**src/rtl/rom_burst_pkg.sv**
```systemverilog
// Shared constants, FSM state type and burst-length decode for the ROM burst reader.
package rom_burst_pkg;

  localparam int ADDR_W = 8;   // ROM address bus width
  localparam int DATA_W = 4;   // ROM word width
  localparam int DEPTH  = 8;   // populated ROM words, addresses 0..DEPTH-1
  localparam int LEN_W  = 4;   // burst-length field width
  localparam int SUM_W  = 8;   // running checksum width
  localparam int CNT_W  = LEN_W + 1;  // word counter must hold 2**LEN_W

  typedef enum logic [1:0] {
    IDLE = 2'd0,
    RUN  = 2'd1,
    ERR  = 2'd2
  } state_t;

  // A length field of zero stands for the longest burst, 2**LEN_W words.
  function automatic logic [CNT_W-1:0] burst_words(input logic [LEN_W-1:0] len);
    return (len == '0) ? CNT_W'(1 << LEN_W) : CNT_W'(len);
  endfunction

endpackage

```
**src/rtl/rom_addr_wrap.sv**
```systemverilog
// ROM read pointer: loads a start address, then steps through 0..DEPTH-1 and wraps.
module rom_addr_wrap
  import rom_burst_pkg::*;
(
  input  logic              clk,
  input  logic              rst,
  input  logic              i_load,
  input  logic [ADDR_W-1:0] i_load_addr,
  input  logic              i_en,
  output logic [ADDR_W-1:0] o_ptr
);

  logic [ADDR_W-1:0] r_ptr;

  // Pointer register: load wins over increment; increment wraps at the last ROM word.
  // NOTE: clocked state uses non-blocking (<=) so every register samples pre-edge values.
  always_ff @(posedge clk) begin
    if (rst) begin
      r_ptr <= '0;
    end else if (i_load) begin
      r_ptr <= i_load_addr;
    end else if (i_en) begin
      r_ptr <= (r_ptr == ADDR_W'(DEPTH - 1)) ? '0 : r_ptr + 1'b1;
    end
  end

  assign o_ptr = r_ptr;

endmodule

```
**src/rtl/rom_burst_reader.sv**
```systemverilog
// Accepts one (address, length) burst request, reads consecutive ROM words with
// wrap-around and streams them out with last/error flags and a running checksum.
module rom_burst_reader
  import rom_burst_pkg::*;
(
  input  logic              clk,
  input  logic              rst,
  input  logic              req_valid,
  output logic              req_ready,
  input  logic [ADDR_W-1:0] req_addr,
  input  logic [LEN_W-1:0]  req_len,
  output logic [ADDR_W-1:0] rom_addr,
  input  logic [DATA_W-1:0] rom_data,
  output logic              out_valid,
  input  logic              out_ready,
  output logic [DATA_W-1:0] out_data,
  output logic              out_last,
  output logic              out_err,
  output logic [SUM_W-1:0]  out_sum,
  output logic              busy
);

  state_t            r_state;
  state_t            w_state_nxt;
  logic [CNT_W-1:0]  r_remaining;
  logic [ADDR_W-1:0] w_ptr;

  logic              r_out_valid;
  logic [DATA_W-1:0] r_out_data;
  logic              r_out_last;
  logic              r_out_err;
  logic [SUM_W-1:0]  r_sum;

  logic              w_accept;
  logic              w_run_load;
  logic              w_err_load;
  logic              w_req_ready;
  logic              w_busy;
  logic [ADDR_W-1:0] w_rom_addr;
  logic              w_out_free;
  logic              w_beat_done;

  // Output register may take a new word when it is empty or being drained this cycle.
  assign w_out_free  = !r_out_valid || out_ready;
  assign w_beat_done = r_out_valid && out_ready;

  rom_addr_wrap u_addr_wrap (
    .clk         (clk),
    .rst         (rst),
    .i_load      (w_accept),
    .i_load_addr (req_addr),
    .i_en        (w_run_load),
    .o_ptr       (w_ptr)
  );

  // FSM state register.
  always_ff @(posedge clk) begin
    if (rst) begin
      r_state <= IDLE;
    end else begin
      r_state <= w_state_nxt;
    end
  end

  // Next-state and control decode; the ROM address is only driven while reading.
  // NOTE: every signal gets a default before the case so no path can infer a latch.
  always_comb begin
    w_state_nxt = r_state;
    w_req_ready = 1'b0;
    w_busy      = 1'b1;
    w_rom_addr  = '0;
    w_accept    = 1'b0;
    w_run_load  = 1'b0;
    w_err_load  = 1'b0;
    unique case (r_state)
      IDLE: begin
        w_req_ready = 1'b1;
        w_busy      = 1'b0;
        if (req_valid) begin
          w_accept    = 1'b1;
          w_state_nxt = (req_addr >= ADDR_W'(DEPTH)) ? ERR : RUN;
        end
      end
      RUN: begin
        w_rom_addr = w_ptr;
        w_run_load = w_out_free && (r_remaining != '0);
        if (w_beat_done && r_out_last) begin
          w_state_nxt = IDLE;
        end
      end
      ERR: begin
        w_err_load = !r_out_valid;
        if (w_beat_done) begin
          w_state_nxt = IDLE;
        end
      end
      default: begin
        w_state_nxt = IDLE;
      end
    endcase
  end

  // Words still to be read in the current burst.
  always_ff @(posedge clk) begin
    if (rst) begin
      r_remaining <= '0;
    end else if (w_accept) begin
      r_remaining <= burst_words(req_len);
    end else if (w_run_load) begin
      r_remaining <= r_remaining - 1'b1;
    end
  end

  // Output beat register and checksum; holds steady while the consumer stalls.
  always_ff @(posedge clk) begin
    if (rst) begin
      r_out_valid <= 1'b0;
      r_out_data  <= '0;
      r_out_last  <= 1'b0;
      r_out_err   <= 1'b0;
      r_sum       <= '0;
    end else if (w_accept) begin
      r_out_valid <= 1'b0;
      r_out_data  <= '0;
      r_out_last  <= 1'b0;
      r_out_err   <= 1'b0;
      r_sum       <= '0;
    end else if (w_run_load) begin
      r_out_valid <= 1'b1;
      r_out_data  <= rom_data;
      r_out_last  <= (r_remaining == CNT_W'(1));
      r_out_err   <= 1'b0;
      r_sum       <= r_sum + SUM_W'(rom_data);
    end else if (w_err_load) begin
      r_out_valid <= 1'b1;
      r_out_data  <= '0;
      r_out_last  <= 1'b1;
      r_out_err   <= 1'b1;
      r_sum       <= '0;
    end else if (out_ready) begin
      r_out_valid <= 1'b0;
    end
  end

  assign req_ready = w_req_ready;
  assign busy      = w_busy;
  assign rom_addr  = w_rom_addr;
  assign out_valid = r_out_valid;
  assign out_data  = r_out_data;
  assign out_last  = r_out_last;
  assign out_err   = r_out_err;
  assign out_sum   = r_sum;

endmodule
```
**config.mk**
```make
export PLATFORM = sky130hd
export DESIGN_NAME = rom_burst_reader
export DESIGN_NICKNAME = d
export VERILOG_FILES = /design/src/rtl/rom_burst_pkg.sv /design/src/rtl/rom_addr_wrap.sv /design/src/rtl/rom_burst_reader.sv
export SDC_FILE = /design/constraint.sdc
export NUM_CORES = 1
export LEC_CHECK = 0
export ABC_CLOCK_PERIOD_IN_PS = 1760
export BUFFER_PORTS_ARGS = -buffer_cell sky130_fd_sc_hd__buf_2
export CELL_PAD_IN_SITES_DETAIL_PLACEMENT = 0
export CELL_PAD_IN_SITES_GLOBAL_PLACEMENT = 1
export CORE_MARGIN = 1.5
export CORE_UTILIZATION = 34
export DETAILED_ROUTE_END_ITERATION = 10
export PLACE_DENSITY_LB_ADDON = 0.1
export SLEW_MARGIN = 5
export SYNTH_ARGS = -nofsm -noshare
export SYNTH_HDL_FRONTEND = slang
export SYNTH_SLANG_ARGS = --single-unit
```
**constraint.sdc**
```tcl
create_clock -name clk -period 1.76 [get_ports clk]
set_input_delay 0.088 -clock clk [delete_from_list [all_inputs] [get_ports clk]]
set_output_delay 0.088 -clock clk [all_outputs]
set_load 0.02 [all_outputs]
```
==> impl_metrics.ini <==
[worst_setup_path]
timing.critical_path.cells = inv_2, ha_4, or4b_4, and3_4, a311oi_1, o21a_1
worst-endpoint-arrival_ps = 1950
type_of_origin_of_the_critical_path = register
timing.critical_path.fanout_max = 12
critical_path.max_stage_delay_ps = 480
library_cell_contributing_the_largest_single_delay_on_the_critical_path = or4b_4
worst-setup-path-type = reg -> reg
cp_endpoint_kind = register
cp_data_required_time_ps = 1980

[synth]
ys_seq_area_frac = 0.3542
netlist_instances = 209
synth_top_family_by_area = simple AND/OR/NAND/NOR gates
syn-mean-instance-area_um2 = 8.112
yosys.area_share.adder = 0.06347
synth-compound-area-share = 0.2081
synth_mux_area_frac = 0.01771
yosysWarningCount = 0
synth_cell_type_count = 48
ys_flop_type = dfxtp_1
synthArstFlopShare = 0
synth.largest_area_cell = dfxtp_1
synth_xor_area_frac = 0.01033
synth_enable_flop_cells = 0
post-synth-top-area-fraction = 0.3542
synth-seq-cells = 30
netlist_area_um2 = 1695
ys_top_cells_by_area = dfxtp_1 (35%), nand3_1 (5.6%), ha_1 (5.2%)
yosys.area_share.simple = 0.3041
synthesized_net_count = 237

[timing]
maxClockFrequency_mhz = 579.8
slew_violations = 0
finClkSkew_ps = 4.780
hold_viol = 0
timing.hold.ws_ps = 28.03
rsz0062_at_grt = true
finalSetupViolCount = 0
layout_min_cycle_time_ps = 1725
max_slew_margin = 0.6786
slew_worst_pin_ps = 480.9
period_share = 0.9799

[global_routing]
pin_count_of_the_biggest_net_entering_global_routing = 24
grt_antenna_before_repair = 0
grt_remaining_overflow = 0
grt.total_usage = 0.1748
grt_pass1_wl_um = 7383
first_global_vias = 1549

[die]
dieArea_um2 = 5419
placeableCoreArea_um2 = 4755
chipHeight_um = 73.62
floorplan.die.width_um = 73.62
start_util = 0.3566
boundaryPins = 45
rows = 25

[place]
postPlaceCellArea_um2 = 2095
place_hpwl_um = 3350
buffer_ports.inserted = 44
place.gp.congestion = 0.8204

[clock_tree]
clock_path_buffers = 2
cts-buffers-inserted = 5
tritoncts = done
cts.htree.levels = 2
worst_setup_hold_path_clk_slew_ps = 70
post_cts.repair.setup_buffers = 0
clock_latency_ps = 270
clock_sinks = 30
clk_root_buffer_cell = clkbuf_8
cts-hold-fix-buffers = 0

[routing]
routedWlPerCell_um = 13.95
drc_errors = 0
drt_first_iter_violations = 39
via_per_inst = 5.208
via_count = 1750
wl_um = 4688
drt_first_pass_iters = 4
ant_nets = 0

[flow_run]
count_of_max_cap_constraint_violations = 0

[final_layout]
final_layout_size_suffix_gt1_frac = 0.3011
layout.area.seq_um2 = 600.6
nFillCells = 518
area_growth_syn_to_layout_pct = 29.67
layout.cell_area.non_filler_um2 = 2198
antenna_cells = 0
nNetsFinal = 296
multi_input_gate_area_in_the_final_layout_um2 = 1049

[power_and_ir_drop]
areal_power_density_over_the_cells_nw_per_um2 = 723.5
leakagePower_nw = 0.9525
design_power_total_mw = 1.591
peakVddDrop_mv = 0.3808

[worst_hold_path]
hold_path.class = in -> reg

[outcome]
status = finished clean
## layout by cell type (no fill, tap or decap), types with 2 or more instances in the layout
cell type	instances
and3_1	2
nor2_1	15
inv_1	3
inv_2	2
a211oi_1	3
buf_4	18
a32oi_1	2
mux2i_1	3
o21bai_1	3
nand2_1	21
ha_1	6
dfxtp_1	30
nand4_1	3
or2_2	2
o21ai_0	2
nor4_1	2
a22oi_1	2
clkbuf_8	6
a311oi_1	2
nand3_1	19
o22ai_1	4
or4_1	2
a31oi_1	4
o21a_1	3
a21oi_1	17
buf_2	44
and2_1	10
nand2b_1	4
nor3_1	6
or3_1	3
## repair_timing
action,4_1_cts,5_1_grt
pin swaps,0,1
setup endpoints to repair,1,13
cloned,0,1
resized for setup,1,2
## worst paths after layout
kind | from | cells past startpoint | slack [ps] | endpoint
setup / recovery | r_remaining[0] | 6 | 40 | r_remaining[2]
hold / removal | req_addr[5] | 3 | 30 | u_addr_wrap.o_ptr[5]
setup reg to reg | r_remaining[0] | 6 | 40 | r_remaining[2]
hold reg to reg | out_data[0] | 2 | 470 | out_data[0]
## cell families (layout without fill, tap and decap cells)
kind of cell             Yosys count  in the layout
AND/OR/NAND/NOR                   97             98
AO/OA/AOI/OAI                     53             53
flip-flops                        30             30
buffers and inverters             16             75
adder cells (fa/ha/maj)            8              8
multiplexers                       3              3
XOR/XNOR                           2              2
## where the power goes
| part | total [mW] | switching (mW) | internal (mW) | leakage (nW) |
|---|---|---|---|---|
| clock | 0.576 | 0.261 | 0.315 | 0.0482 |
| combinational | 0.275 | 0.147 | 0.127 | 0.660 |
| sequential | 0.740 | 0.0318 | 0.708 | 0.245 |
| total | 1.59 | 0.440 | 1.15 | 0.952 |
## worst max-delay path, delay by kind of cell (launching register included)
kind | cells | cell delay, ps
buffers and inverters | 1 | 80
flip-flops | 1 | 320
AND/OR/NAND/NOR | 2 | 710
adder cells (fa/ha/maj) | 1 | 130
AO/OA/AOI/OAI | 2 | 430
## routing by layer
metal	share of wire	track usage	up-vias
met5	0	0	-
met4	0.0081	0.03704	0
met2	0.47	0.2933	34
met3	0.036	0.03704	5
li1	-	-	890
met1	0.49	0.2308	821
## Yosys cell counts (4+ instances only)
library cell   n
dfxtp_1       30
nand2_1       21
nand3_1       19
a21oi_1       17
nor2_1        15
and2_1        10
clkbuf_1       7
ha_1           7
nor3_1         6
inv_1          5
a211oi_1       4
a31oi_1        4
nand2b_1       4
o22ai_1        4
## state kept, by name (all words and copies together), names as in the netlist
register           cells
out_last               1
u_addr_wrap.o_ptr      8
r_state                2
out_sum                8
r_remaining            5
out_valid              1
out_data               4
out_err                1
## final cells by class
cell class | instances | share of cell area
Clock inverter | 1 | 0.002277
Timing Repair Buffer | 62 | 0.1616
Clock buffer | 7 | 0.03927
Multi-Input combinational cell | 164 | 0.4770
Tap cell | 67 | 0.03813
Sequential cell | 30 | 0.2732
Inverter | 5 | 0.008537
## metrics by stage
stage	utilization	setup TNS (ps)	instances	setup WS (ps)
floorplan	-	0	209	17.37
global placement	0.4405	0	327	30.52
detailed placement	0.4405	0	327	8.230
CTS	0.4608	0	335	7.907
global route	0.4624	-312.0	336	-57.11
finish	0.4624	0	336	35.37
No activity file was read; power rests on OpenSTA's default activity.
